<file path="src/rtl/alu_arbiter_pkg.sv">
// alu_arbiter_pkg: shared opcodes, FSM states and settle-time limits for the ALU arbiter
package alu_arbiter_pkg;

    typedef enum logic [1:0] {
        ST_IDLE  = 2'd0,
        ST_DRIVE = 2'd1,
        ST_RESP  = 2'd2
    } state_t;

    localparam logic [1:0] ALU_OP_ADD = 2'd0;
    localparam logic [1:0] ALU_OP_SUB = 2'd1;
    localparam logic [1:0] ALU_OP_AND = 2'd2;
    localparam logic [1:0] ALU_OP_GT  = 2'd3;

    localparam int SETTLE_MIN = 1;
    localparam int SETTLE_MAX = 15;

endpackage

</file>
<file path="src/rtl/rr_arbiter2.sv">
// rr_arbiter2: combinational two-way one-hot grant, rr picks the winner on a tie
module rr_arbiter2 (
    input  logic [1:0] valid_i,
    input  logic       rr_i,
    output logic [1:0] grant_o
);

    // A lone requester always wins; a tie goes to the requester named by rr
    always_comb grant_o = (&valid_i) ? (rr_i ? 2'b10 : 2'b01) : valid_i;

endmodule

</file>
<file path="src/rtl/alu_arbiter.sv">
// alu_arbiter: shares one combinational 4-bit ALU between two valid/ready requesters
module alu_arbiter
    import alu_arbiter_pkg::*;
#(
    parameter int SETTLE_CYCLES = 1
) (
`ifdef USE_POWER_PINS
    inout  wire        vccd1,
    inout  wire        vssd1,
`endif
    input  logic       wb_clk_i,
    input  logic       wb_rst_i,
    input  logic       req0_valid,
    output logic       req0_ready,
    input  logic [3:0] req0_a,
    input  logic [3:0] req0_b,
    input  logic [1:0] req0_op,
    output logic       rsp0_valid,
    input  logic       rsp0_ready,
    output logic [3:0] rsp0_c,
    output logic       rsp0_ovf,
    input  logic       req1_valid,
    output logic       req1_ready,
    input  logic [3:0] req1_a,
    input  logic [3:0] req1_b,
    input  logic [1:0] req1_op,
    output logic       rsp1_valid,
    input  logic       rsp1_ready,
    output logic [3:0] rsp1_c,
    output logic       rsp1_ovf,
    output logic [3:0] alu_a,
    output logic [3:0] alu_b,
    output logic       alu_ctrl0,
    output logic       alu_ctrl1,
    input  logic [3:0] alu_c,
    input  logic       alu_ovf,
    output logic       busy,
    output logic [7:0] ops_done
);

    if (SETTLE_CYCLES < SETTLE_MIN || SETTLE_CYCLES > SETTLE_MAX) begin : g_bad_settle
        $error("alu_arbiter: SETTLE_CYCLES must be within 1..15");
    end

    localparam logic [3:0] CNT_LOAD = 4'(SETTLE_CYCLES - 1);

    state_t          state_q, state_d;
    logic            rr_q, rr_d;
    logic            owner_q, owner_d;
    logic [3:0]      cnt_q, cnt_d;
    logic [3:0]      alu_a_q, alu_a_d;
    logic [3:0]      alu_b_q, alu_b_d;
    logic [1:0]      alu_op_q, alu_op_d;
    logic [1:0][3:0] rsp_c_q, rsp_c_d;
    logic [1:0]      rsp_ovf_q, rsp_ovf_d;
    logic [7:0]      ops_done_q, ops_done_d;
    logic [1:0]      grant;
    logic            rsp_ready_sel;

    rr_arbiter2 u_rr (
        .valid_i ({req1_valid, req0_valid}),
        .rr_i    (rr_q),
        .grant_o (grant)
    );

    assign req0_ready    = grant[0] && state_q == ST_IDLE && !wb_rst_i;
    assign req1_ready    = grant[1] && state_q == ST_IDLE && !wb_rst_i;
    assign rsp0_valid    = state_q == ST_RESP && !owner_q;
    assign rsp1_valid    = state_q == ST_RESP && owner_q;
    assign rsp0_c        = rsp_c_q[0];
    assign rsp1_c        = rsp_c_q[1];
    assign rsp0_ovf      = rsp_ovf_q[0];
    assign rsp1_ovf      = rsp_ovf_q[1];
    assign alu_a         = alu_a_q;
    assign alu_b         = alu_b_q;
    assign alu_ctrl0     = alu_op_q[0];
    assign alu_ctrl1     = alu_op_q[1];
    assign busy          = state_q != ST_IDLE;
    assign ops_done      = ops_done_q;
    assign rsp_ready_sel = owner_q ? rsp1_ready : rsp0_ready;

    // Next state: accept a granted op in IDLE, count down the settle time, hold the result until taken
    always_comb begin
        state_d    = state_q;
        rr_d       = rr_q;
        owner_d    = owner_q;
        cnt_d      = cnt_q;
        alu_a_d    = alu_a_q;
        alu_b_d    = alu_b_q;
        alu_op_d   = alu_op_q;
        rsp_c_d    = rsp_c_q;
        rsp_ovf_d  = rsp_ovf_q;
        ops_done_d = ops_done_q;
        case (state_q)
            ST_IDLE: if (|grant) begin
                alu_a_d  = grant[1] ? req1_a : req0_a;
                alu_b_d  = grant[1] ? req1_b : req0_b;
                alu_op_d = grant[1] ? req1_op : req0_op;
                owner_d  = grant[1];
                rr_d     = grant[0];
                cnt_d    = CNT_LOAD;
                state_d  = ST_DRIVE;
            end
            ST_DRIVE: if (cnt_q == 4'd0) begin
                rsp_c_d[owner_q]   = alu_c;
                rsp_ovf_d[owner_q] = alu_ovf;
                state_d            = ST_RESP;
            end else begin
                cnt_d = cnt_q - 4'd1;
            end
            ST_RESP: if (rsp_ready_sel) begin
                ops_done_d = ops_done_q + 8'd1;
                state_d    = ST_IDLE;
            end
            default: state_d = ST_IDLE;
        endcase
    end

    // State and datapath registers; reset aborts any op in flight
    always_ff @(posedge wb_clk_i or posedge wb_rst_i) begin
        if (wb_rst_i) begin
            state_q    <= ST_IDLE;
            rr_q       <= 1'b0;
            owner_q    <= 1'b0;
            cnt_q      <= 4'd0;
            alu_a_q    <= 4'd0;
            alu_b_q    <= 4'd0;
            alu_op_q   <= 2'd0;
            rsp_c_q    <= '0;
            rsp_ovf_q  <= 2'b00;
            ops_done_q <= 8'd0;
        end else begin
            state_q    <= state_d;
            rr_q       <= rr_d;
            owner_q    <= owner_d;
            cnt_q      <= cnt_d;
            alu_a_q    <= alu_a_d;
            alu_b_q    <= alu_b_d;
            alu_op_q   <= alu_op_d;
            rsp_c_q    <= rsp_c_d;
            rsp_ovf_q  <= rsp_ovf_d;
            ops_done_q <= ops_done_d;
        end
    end

endmodule

</file>
<file path="config.mk">
export PLATFORM = sky130hd
export DESIGN_NAME = alu_arbiter
export DESIGN_NICKNAME = d
export VERILOG_FILES = /design/src/rtl/alu_arbiter_pkg.sv /design/src/rtl/rr_arbiter2.sv /design/src/rtl/alu_arbiter.sv
export SDC_FILE = /design/constraint.sdc
export NUM_CORES = 1
export LEC_CHECK = 0
export CORE_UTILIZATION = 47
export CTS_CLUSTER_DIAMETER = 150
export DETAILED_ROUTE_END_ITERATION = 8
export PLACE_DENSITY_LB_ADDON = 0.2
export SYNTH_ARGS = -nofsm -noshare
export SYNTH_HDL_FRONTEND = slang
export SYNTH_SLANG_ARGS = --single-unit
</file>
<file path="constraint.sdc">
create_clock -name wb_clk_i -period 3.8 [get_ports wb_clk_i]
set_input_delay 0.95 -clock wb_clk_i [delete_from_list [all_inputs] [get_ports wb_clk_i]]
set_output_delay 0.95 -clock wb_clk_i [all_outputs]
set_load 0.01 [all_outputs]
</file>
== Yosys cells after proc, flatten, opt, wreduce, memory -nomap -nowiden ==
Index checks and enable logic that the tools add are counted.

* Bits in read-only memories: 0
* Bits in registers: 36
* Logic and storage cells: 60
* Input bits: 31
* Memories: 0
* Memory bits (writable): 0
* Output and inout bits: 33
* Bits in latches: 0

* Bitwise operators: 0
* Shifts and indexed selects: 0
* Divide/modulo/power cells: 0
* Mux-type cells: 19
* Order comparisons: 2
* Eq/ne operators: 6
* Multiply operators: 0
* $add $sub $neg: 2
* Reductions and logical operators: 20

{| class="wikitable"
|+ Operator list
! kind !! number
|-
| 4-bit two-way mux || 5
|-
| 2-bit two-way mux || 6
|-
| 8-bit by 1-bit adder with 8-bit output, second input constant || 1
|-
| 8-bit bitwise mux || 1
|-
| 4-bit one-hot mux with 2 select lines || 1
|-
| 2-bit AND reduction || 4
|-
| 1-bit logical AND || 7
|-
| 2-bit inequality test, second input constant || 3
|-
| 2-bit one-hot mux with 3 select lines || 1
|-
| 3-bit AND reduction || 2
|-
| 4-bit demux with 1-bit select || 1
|-
| 4-bit logical NOT || 1
|-
| 2-bit nonzero test || 2
|-
| 4-bit by 1-bit subtractor with 4-bit output, second input constant || 1
|-
| 2-bit bitwise mux || 1
|-
| 2-bit by 1-bit equality test with 1-bit output, second input constant || 1
|-
| 2-bit equality test, second input constant || 1
|-
| 1-bit logical NOT || 2
|-
| 2-bit logical NOT || 1
|-
| 1-bit by 2-bit less-than comparator with 1-bit output, second input constant || 1
|-
| 1-bit two-way mux || 2
|-
| 2-bit by 1-bit inequality test with 1-bit output, second input constant || 1
|-
| 2-bit OR reduction || 1
|-
| 1-bit demux with 1-bit select || 1
|-
| 1-bit >= comparator, second input constant || 1
|}

== Longest topological paths before layout ==
Gate-level depths: netlist of run 1.

* Depth in word-level cells: 5
* Depth in mapped cells: 5
* Depth with buffers taken out: 5

== Hierarchy ==
A second synthesis of run 1 with hierarchy kept.

* Cells, all modules: 135
* Area, all modules: 1737.9 sq um

{| class="wikitable"
|+ By module, submodules not included
! module !! area an instance (sq um) !! times used !! cells each
|-
| alu_arbiter || 1719.1 || 1 || 132
|-
| rr_arbiter2 || 18.8 || 1 || 3
|}

== Worst setup path before layout of run 1 ==
No wires, ideal clock.

* Path kind: input to output
* Start point: input port req0_valid
* End point: output port req1_ready
* Stages: 3
* Data required time: 2850 ps
* Buffers on the path: 1
* Slack: 1207 ps
* Arrival: 1643 ps
* Cell sequence: nor2b_1 clkbuf_1 nor4_1

* Word-level cells in the longest chain between the ends: 4

{| class="wikitable"
|+ RTL lines
! item !! RTL line !! source
|-
| start: declaration || alu_arbiter.sv:13 || <nowiki>input logic req0_valid,</nowiki>
|-
| 2-bit AND reduction || rr_arbiter2.sv:9 || <nowiki>always_comb grant_o = (&valid_i) ? (rr_i ? 2'b10 : 2'b01) : valid_i;</nowiki>
|-
| 2-bit two-way mux || rr_arbiter2.sv:9 ||
|-
| 1-bit logical AND (2 in series) || alu_arbiter.sv:67 || <nowiki>assign req1_ready = grant[1] && state_q == ST_IDLE && !wb_rst_i;</nowiki>
|-
| end: declaration || alu_arbiter.sv:23 || <nowiki>output logic req1_ready,</nowiki>
|}

Every way passes these cells.

== Worst setup path in the final report of run 1 ==
Same ends and word-level chain as after synthesis.

==> results.py, run 1 <==
metrics = {
    "die": {
        "fp.dieW_um": 62.9,
        "die_h_um": 62.9,
        "site_row_count": 21,
        "core_region_area_um2": 3440,
        "io_pins": 64,
        "die_area_um2": 3960,
        "floorplan.initialDensity_pct": 50.7,
    },
    "worst_setup_path": {
        "worst_ep_required_time_ns": 2.85,
        "setup.worst_path.end_class": "primary output",
        "critical_path_class": "in2out",
        "cp_launch_type": "input port",
        "cp.arrival_ns": 2.55,
        "regToRegEndpoint": "rsp0_c[3]$_DFFE_PP0P_",
        "timing.reg2reg.worst_path_depth": 5,
        "regToRegStartpoint": "cnt_q[0]$_DFFE_PP0P_",
        "crit_fanout": 6,
        "r2r_setup_slack_ns": 1.92,
    },
    "global_route": {
        "maximum_number_of_pins_on_one_net_before_global_route_repair": 22,
        "global_route_wire_length_before_repair_mm": 7.36,
        "global_route_usage_over_all_layers_pct": 23.9,
        "grt_overflow": 0,
        "number_of_antenna_violations_at_the_first_check_in_global_routing": 0,
        "vias_in_the_first_global_route": 1595,
    },
    "route": {
        "dr.pass1.iters": 4,
        "detail_route.vias_per_cell": 5.56,
        "route.detailed.wl_per_inst_um": 15.3,
        "via_count": 1551,
        "route.antenna.remaining_nets": 0,
        "wl_mm": 4.26,
        "drc": 0,
        "detail_route.iter0.violations": 104,
    },
    "synthesis": {
        "combinational_family_with_the_most_area_after_synthesis": "simple AND/OR/NAND/NOR gates",
        "netlist_top_cells_area": "dfrtp_1 (52%), mux2_2 (7.7%), nand3_1 (5.2%), o21ai_0 (4.6%), a31oi_1 (3.6%)",
        "synthXorXnorAreaFrac_pct": 3.52,
        "synth.cells.most_frequent": "dfrtp_1 (36), nand3_1 (18), o21ai_0 (16)",
        "async_reset_ff_share_pct": 100,
        "post_synth_inst_count": 166,
        "netlist.top_cell.by_area": "dfrtp_1",
        "synth_fa_ha_area_share_pct": 2.15,
        "yosys.area.top_type_share_pct": 51.6,
        "synth-simple-area-share_pct": 15.9,
        "postSynthNetCount": 200,
        "ys_warn_count": 0,
        "synth.mux.area_fraction_pct": 8.90,
        "synth_enable_flop_cells": 0,
        "netlist_area_um2": 1740,
        "synth_compound_area_share_pct": 13.8,
        "dominantRegCellSynth": "dfrtp_1",
        "synth_cell_type_count": 36,
        "synth.avg_cell_area_um2": 10.5,
        "seq_area_frac_synth_pct": 51.6,
        "flip_flop_and_latch_count_after_synthesis": 36,
        "most_used_standard_cell_by_instance_count_after_synthesis": "dfrtp_1",
    },
    "placement": {
        "port_buffers": 63,
        "place_ws_ns": 0.322,
        "postPlaceCellArea_um2": 2420,
        "routabilityCongestion": 0.812,
        "post-dp-hpwl_mm": 3.20,
    },
    "run": {
        "maxCapViolations": 0,
    },
    "timing": {
        "setup_tns_ns": 0,
        "report.final.slew_viol_count": 0,
        "slew_headroom_pct": 59.2,
        "period_minus_slack_ns": 3.50,
        "finalWorstSetupSlack_ns": 0.305,
        "finalSetupViolCount": 0,
        "report.final.hold_viol_count": 0,
        "tightestPinTransition_ns": 0.611,
        "final.setup_skew_ns": 0.00282,
        "clock.fmax_ghz": 0.286,
        "fin_crit_sh_pct": 92.0,
        "rsz_0062_raised_after_global_routing": "false",
    },
    "power": {
        "power.total_mw": 1.84,
        "ir_drop_v": 0.000451,
        "power_density_nw_per_um2": 733,
        "leakage_nw": 1.04,
    },
    "layout": {
        "finalNetCount": 266,
        "fin_util_pct": 73.1,
        "final_area_um2": 2520,
        "final_layout_size_suffix_gt1_share_pct": 12.9,
        "diodes": 0,
        "layout-area-overhead-vs-synth_pct": 44.3,
    },
    "outcome": {
        "status": "completed",
    },
    "clock_tree": {
        "cts_tree": "built",
        "clk_transition_reported_paths_ns": 0.07,
        "post_cts_hold_buffer_count": 0,
        "resized_after_cts": 0,
        "worstSkewPairLatency_ns": 0.29,
        "cts-root-buf": "clkbuf_8",
        "clock_tree.buffer_depth": 2,
        "cts_inserted_buffers": 5,
        "clock_tree.htree_level_count": 2,
        "clock_sinks": 36,
        "postCtsSetupBuffers": 0,
    },
    "worst_hold_path": {
        "holdPathStages": 1,
        "hold_path.startpoint": "ops_done[7]$_DFFE_PP0P_",
        "whs_endpoint": "ops_done[7]$_DFFE_PP0P_",
        "min-delay-path-class": "reg2reg",
    },
}
## cells in the final DEF, fill, tap and decap left out, types with 2 or more instances in the layout
master,n
clkdlybuf4s50_1,63
dfrtp_1,36
nand3_1,18
o21ai_0,16
mux2_2,12
a21oi_1,10
a31oi_1,10
inv_1,7
nor2_1,7
clkbuf_8,6
buf_4,5
xor2_1,4
nor2b_1,3
nand2b_1,3
xnor2_1,3
ha_1,3
nor3b_1,2
nor4_1,2
mux2i_1,2
nand2_1,2
a211oi_1,2
nor3_1,2
clkinv_2,2
## report_power, final
group	switching, mW	total, mW	internal, mW
sequential	0.145	0.697	0.552
clock	0.134	0.279	0.145
combinational	0.384	0.868	0.484
## flip-flops by register name (all words and copies together) (netlist names)
name,cells
ops_done,8
alu_a,4
alu_b,4
cnt_q,4
rsp0_c,4
rsp1_c,4
alu_op_q,2
rsp_ovf_q,2
state_q,2
owner_q,1
rr_q,1
## area by class of cell
| class | count | area, µm² |
|---|---|---|
| fill | 244 | 925 |
| multi-input combinational | 114 | 772 |
| inverter | 7 | 26.3 |
| clock buffer | 6 | 82.6 |
| tap | 46 | 57.6 |
| timing repair buffer | 68 | 668 |
| sequential | 36 | 901 |
| clock inverter | 2 | 10.0 |
## worst max-delay path, cell delays in order
cell,delay (ns)
clkdlybuf4s50_1,0.50
nor2b_1,0.19
nor4_1,0.29
clkdlybuf4s50_1,0.61
## worst max path at each step
| stage | start | to | slack, ns |
|---|---|---|---|
| detailed placement | req0_valid | req1_ready | 0.32 |
| finish | req0_valid | req1_ready | 0.30 |
| CTS | req0_valid | req1_ready | 0.30 |
| global placement | req0_valid | req1_ready | 0.39 |
| global route | req0_valid | req1_ready | 0.22 |
| floorplan | req0_valid | req1_ready | 1.21 |
## kinds of logic after synthesis
family,Yosys count
xor+xnor,7
mux,14
simple gates,48
flops,36
fa+ha+maj,3
buf+inv,16
compound gates,42
## metal layers
metal  global-route usage (%)  wire length, µm  vias up
li1                         -                -      727
met5                        0                0        -
met1                     29.7             1800      753
met2                     40.7             2160       59
met3                     5.66              231       12
met4                     7.27               76        0
## through the flow
stage / hold WS [ns] / instances
after floorplan: 0.487 / 166
after detailed placement: 0.462 / 271
after global placement: 0.459 / 271
final: 0.470 / 279
after CTS: 0.476 / 279
after global routing: 0.518 / 279
(Power assumes the default switching activity.)
==> run 2: changes to the inputs <==
--- a/config.mk
+++ b/config.mk
@@ -8,6 +8,7 @@
 export CORE_UTILIZATION = 47
 export CTS_CLUSTER_DIAMETER = 150
 export DETAILED_ROUTE_END_ITERATION = 8
+export GPL_TIMING_DRIVEN = 0
 export PLACE_DENSITY_LB_ADDON = 0.2
 export SYNTH_ARGS = -nofsm -noshare
 export SYNTH_HDL_FRONTEND = slang
==> run 2 against run 1 <==
Net effect:
- die area unchanged
- cell count increased by 1.1%
- flip-flop and latch count unchanged
- non-clock buffer count increased by 4
- core utilization down 0.15 points
- power about the same
- worst setup slack worse by 0.20 ns
- wire length increased by 2.7%
- clock power decreased by 8.6%
- cell area decreased by 0.20%
- combinational power increased by 5.9%
- clock-buffer cell count did not move
- critical endpoint unchanged
- highest routed layer unchanged
==> results.py, run 2 (synthesis gave the netlist of run 1 again) <==
metrics = {
    "timing": {
        "slew_headroom_pct": 49.9,
        "tightestPinTransition_ns": 0.751,
        "report.final.hold_viol_count": 0,
        "fin_crit_sh_pct": 97.2,
        "setup_tns_ns": 0,
        "rsz_0062_raised_after_global_routing": "false",
        "timing.hold.ws_ns": 0.488,
        "clock.fmax_ghz": 0.271,
        "report.final.slew_viol_count": 0,
        "final.setup_skew_ns": 0.00825,
        "finalSetupViolCount": 0,
        "period_minus_slack_ns": 3.69,
    },
    "layout": {
        "final-seq-area_um2": 901,
        "mostFrequentLayoutCell": "clkdlybuf4s50_1",
        "diodes": 0,
        "finalNetCount": 270,
        "finish.cell_count_without_fillers": 282,
        "num-fill-cells": 254,
        "number_of_flip_flops_in_the_largest_register": 8,
        "final_area_um2": 2510,
        "final_layout_size_suffix_gt1_share_pct": 11.9,
        "layout-area-overhead-vs-synth_pct": 44.0,
        "layout_common_cells": "clkdlybuf4s50_1 (62), dfrtp_1 (36), nand3_1 (18)",
        "multi_input_comb_area_um2": 772,
    },
    "placement": {
        "post-dp-hpwl_mm": 3.20,
        "placed_cells": 275,
        "postPlaceCellArea_um2": 2430,
        "routabilityCongestion": 0.817,
        "port_buffers": 63,
    },
    "worst_setup_path": {
        "cp_launch_type": "input port",
        "worst_ep_required_time_ns": 2.85,
        "crit_fanout": 10,
        "setup.worst_path.end_class": "primary output",
        "timing.critical_path.buf_inv": 3,
        "critical-path-top-delay-family": "buffers and inverters",
        "worstPathCellList": "clkdlybuf4s50_1 -> nor2b_1 -> clkbuf_1 -> nor4_1 -> clkdlybuf4s50_1",
        "critical-path-slowest-cell": "clkdlybuf4s50_1",
        "critical_path.most_common_cell": "clkdlybuf4s50_1",
        "critical_path_class": "in2out",
        "crit_path_max_incr_delay_ns": 0.59,
        "cp.arrival_ns": 2.74,
    },
    "global_route": {
        "global_route_wire_length_before_repair_mm": 7.21,
        "number_of_antenna_violations_at_the_first_check_in_global_routing": 0,
        "grt_overflow": 0,
        "maximum_number_of_pins_on_one_net_before_global_route_repair": 37,
        "global_route_usage_over_all_layers_pct": 23.7,
        "vias_in_the_first_global_route": 1529,
    },
    "outcome": {
        "status": "completed",
    },
    "power": {
        "ir_drop_v": 0.000421,
        "leakage_nw": 1.04,
        "power.total_mw": 1.84,
        "power_density_nw_per_um2": 734,
    },
    "clock_tree": {
        "cts_tree": "built",
        "post_cts_hold_buffer_count": 0,
        "clock_tree.buffer_depth": 2,
        "clock_sinks": 36,
        "resized_after_cts": 0,
        "cts_inserted_buffers": 5,
        "clock_tree.htree_level_count": 2,
        "worstSkewPairLatency_ns": 0.28,
        "cts-root-buf": "clkbuf_8",
        "clk_transition_reported_paths_ns": 0.07,
        "postCtsSetupBuffers": 0,
    },
    "die": {
        "die_h_um": 62.9,
        "floorplan.initialDensity_pct": 50.7,
        "core_region_area_um2": 3440,
        "die_area_um2": 3960,
        "fp.dieW_um": 62.9,
        "site_row_count": 21,
        "io_pins": 64,
    },
    "route": {
        "drc": 0,
        "via_count": 1575,
        "route.detailed.wl_per_inst_um": 15.5,
        "dr.pass1.iters": 4,
        "detail_route.vias_per_cell": 5.59,
        "detail_route.iter0.violations": 72,
        "wl_mm": 4.38,
        "route.antenna.remaining_nets": 0,
    },
    "run": {
        "maxCapViolations": 0,
    },
    "worst_hold_path": {
        "min-delay-path-class": "reg2reg",
    },
}
run 2: changes by cell type in the layout (fill, tap and decap cells not counted), sizes merged:
cell           delta
clkbuf            +4
clkdlybuf4s50     -1
clkinv            -1
dlymetal6s2s      +1
run 2: routing by layer:
layer | share of wire, % | routed length [µm] | GRT usage, %
met4 | 2.5 | 110 | 9.30
met3 | 5.5 | 242 | 7.66
met2 | 50 | 2190 | 39.7
met5 | 0 | 0 | 0
met1 | 42 | 1830 | 28.0
run 2: metrics by stage:
step,util (%),setup WS [ns]
2_1_floorplan,-,1.21
3_3_place_gp,70.7,0.0437
3_5_place_dp,70.7,0.0755
4_1_cts,72.9,0.0476
5_1_grt,73.0,0.0610
6_report,73.0,0.108
run 2: path summary, 6_finish.rpt:
check	cells past startpoint	from	endpoint	slack, ns
min in group asynchronous	2	wb_rst_i	alu_a[0]$_DFFE_PP0P_	1.19
worst max register to register	5	cnt_q[0]$_DFFE_PP0P_	rsp0_c[3]$_DFFE_PP0P_	1.86
worst min-delay path	1	ops_done[7]$_DFFE_PP0P_	ops_done[7]$_DFFE_PP0P_	0.49
worst min register to register	1	ops_done[7]$_DFFE_PP0P_	ops_done[7]$_DFFE_PP0P_	0.49
max in group asynchronous	2	wb_rst_i	rsp_ovf_q[0]$_DFFE_PP0P_	2.12
worst max-delay path	5	req0_valid	req1_ready	0.11
run 2: worst register-to-register path: stages (launching register included):
cell and delay, ns:
dfrtp_1 0.39, inv_1 0.12, ha_1 0.20, or3b_4 0.44
nor3_4 0.29, mux2_2 0.38
run 2: layout make-up:
type                    count  area share [%]
flip-flops and latches     36            35.9
plain buffers               9            1.79
well taps                  46            2.29
repair buffers             63            25.2
clock buffers               6            2.89
clock inverters             1           0.199
inverters                   7            1.05
multi-input cells         114            30.7
run 2: where the power goes:
part	total [mW]	switching (mW)	internal, mW	leakage (nW)
logic	0.919	0.426	0.493	0.568
clock network	0.255	0.130	0.125	0.0410
registers	0.670	0.117	0.553	0.431
==> run 3: changes to the inputs <==
--- a/config.mk
+++ b/config.mk
@@ -13,3 +13,4 @@
 export SYNTH_ARGS = -nofsm -noshare
 export SYNTH_HDL_FRONTEND = slang
 export SYNTH_SLANG_ARGS = --single-unit
+export TNS_END_PERCENT = 10
==> results of run 3 <==
The final DEF is identical to that of run 2; final timing and power are the same.
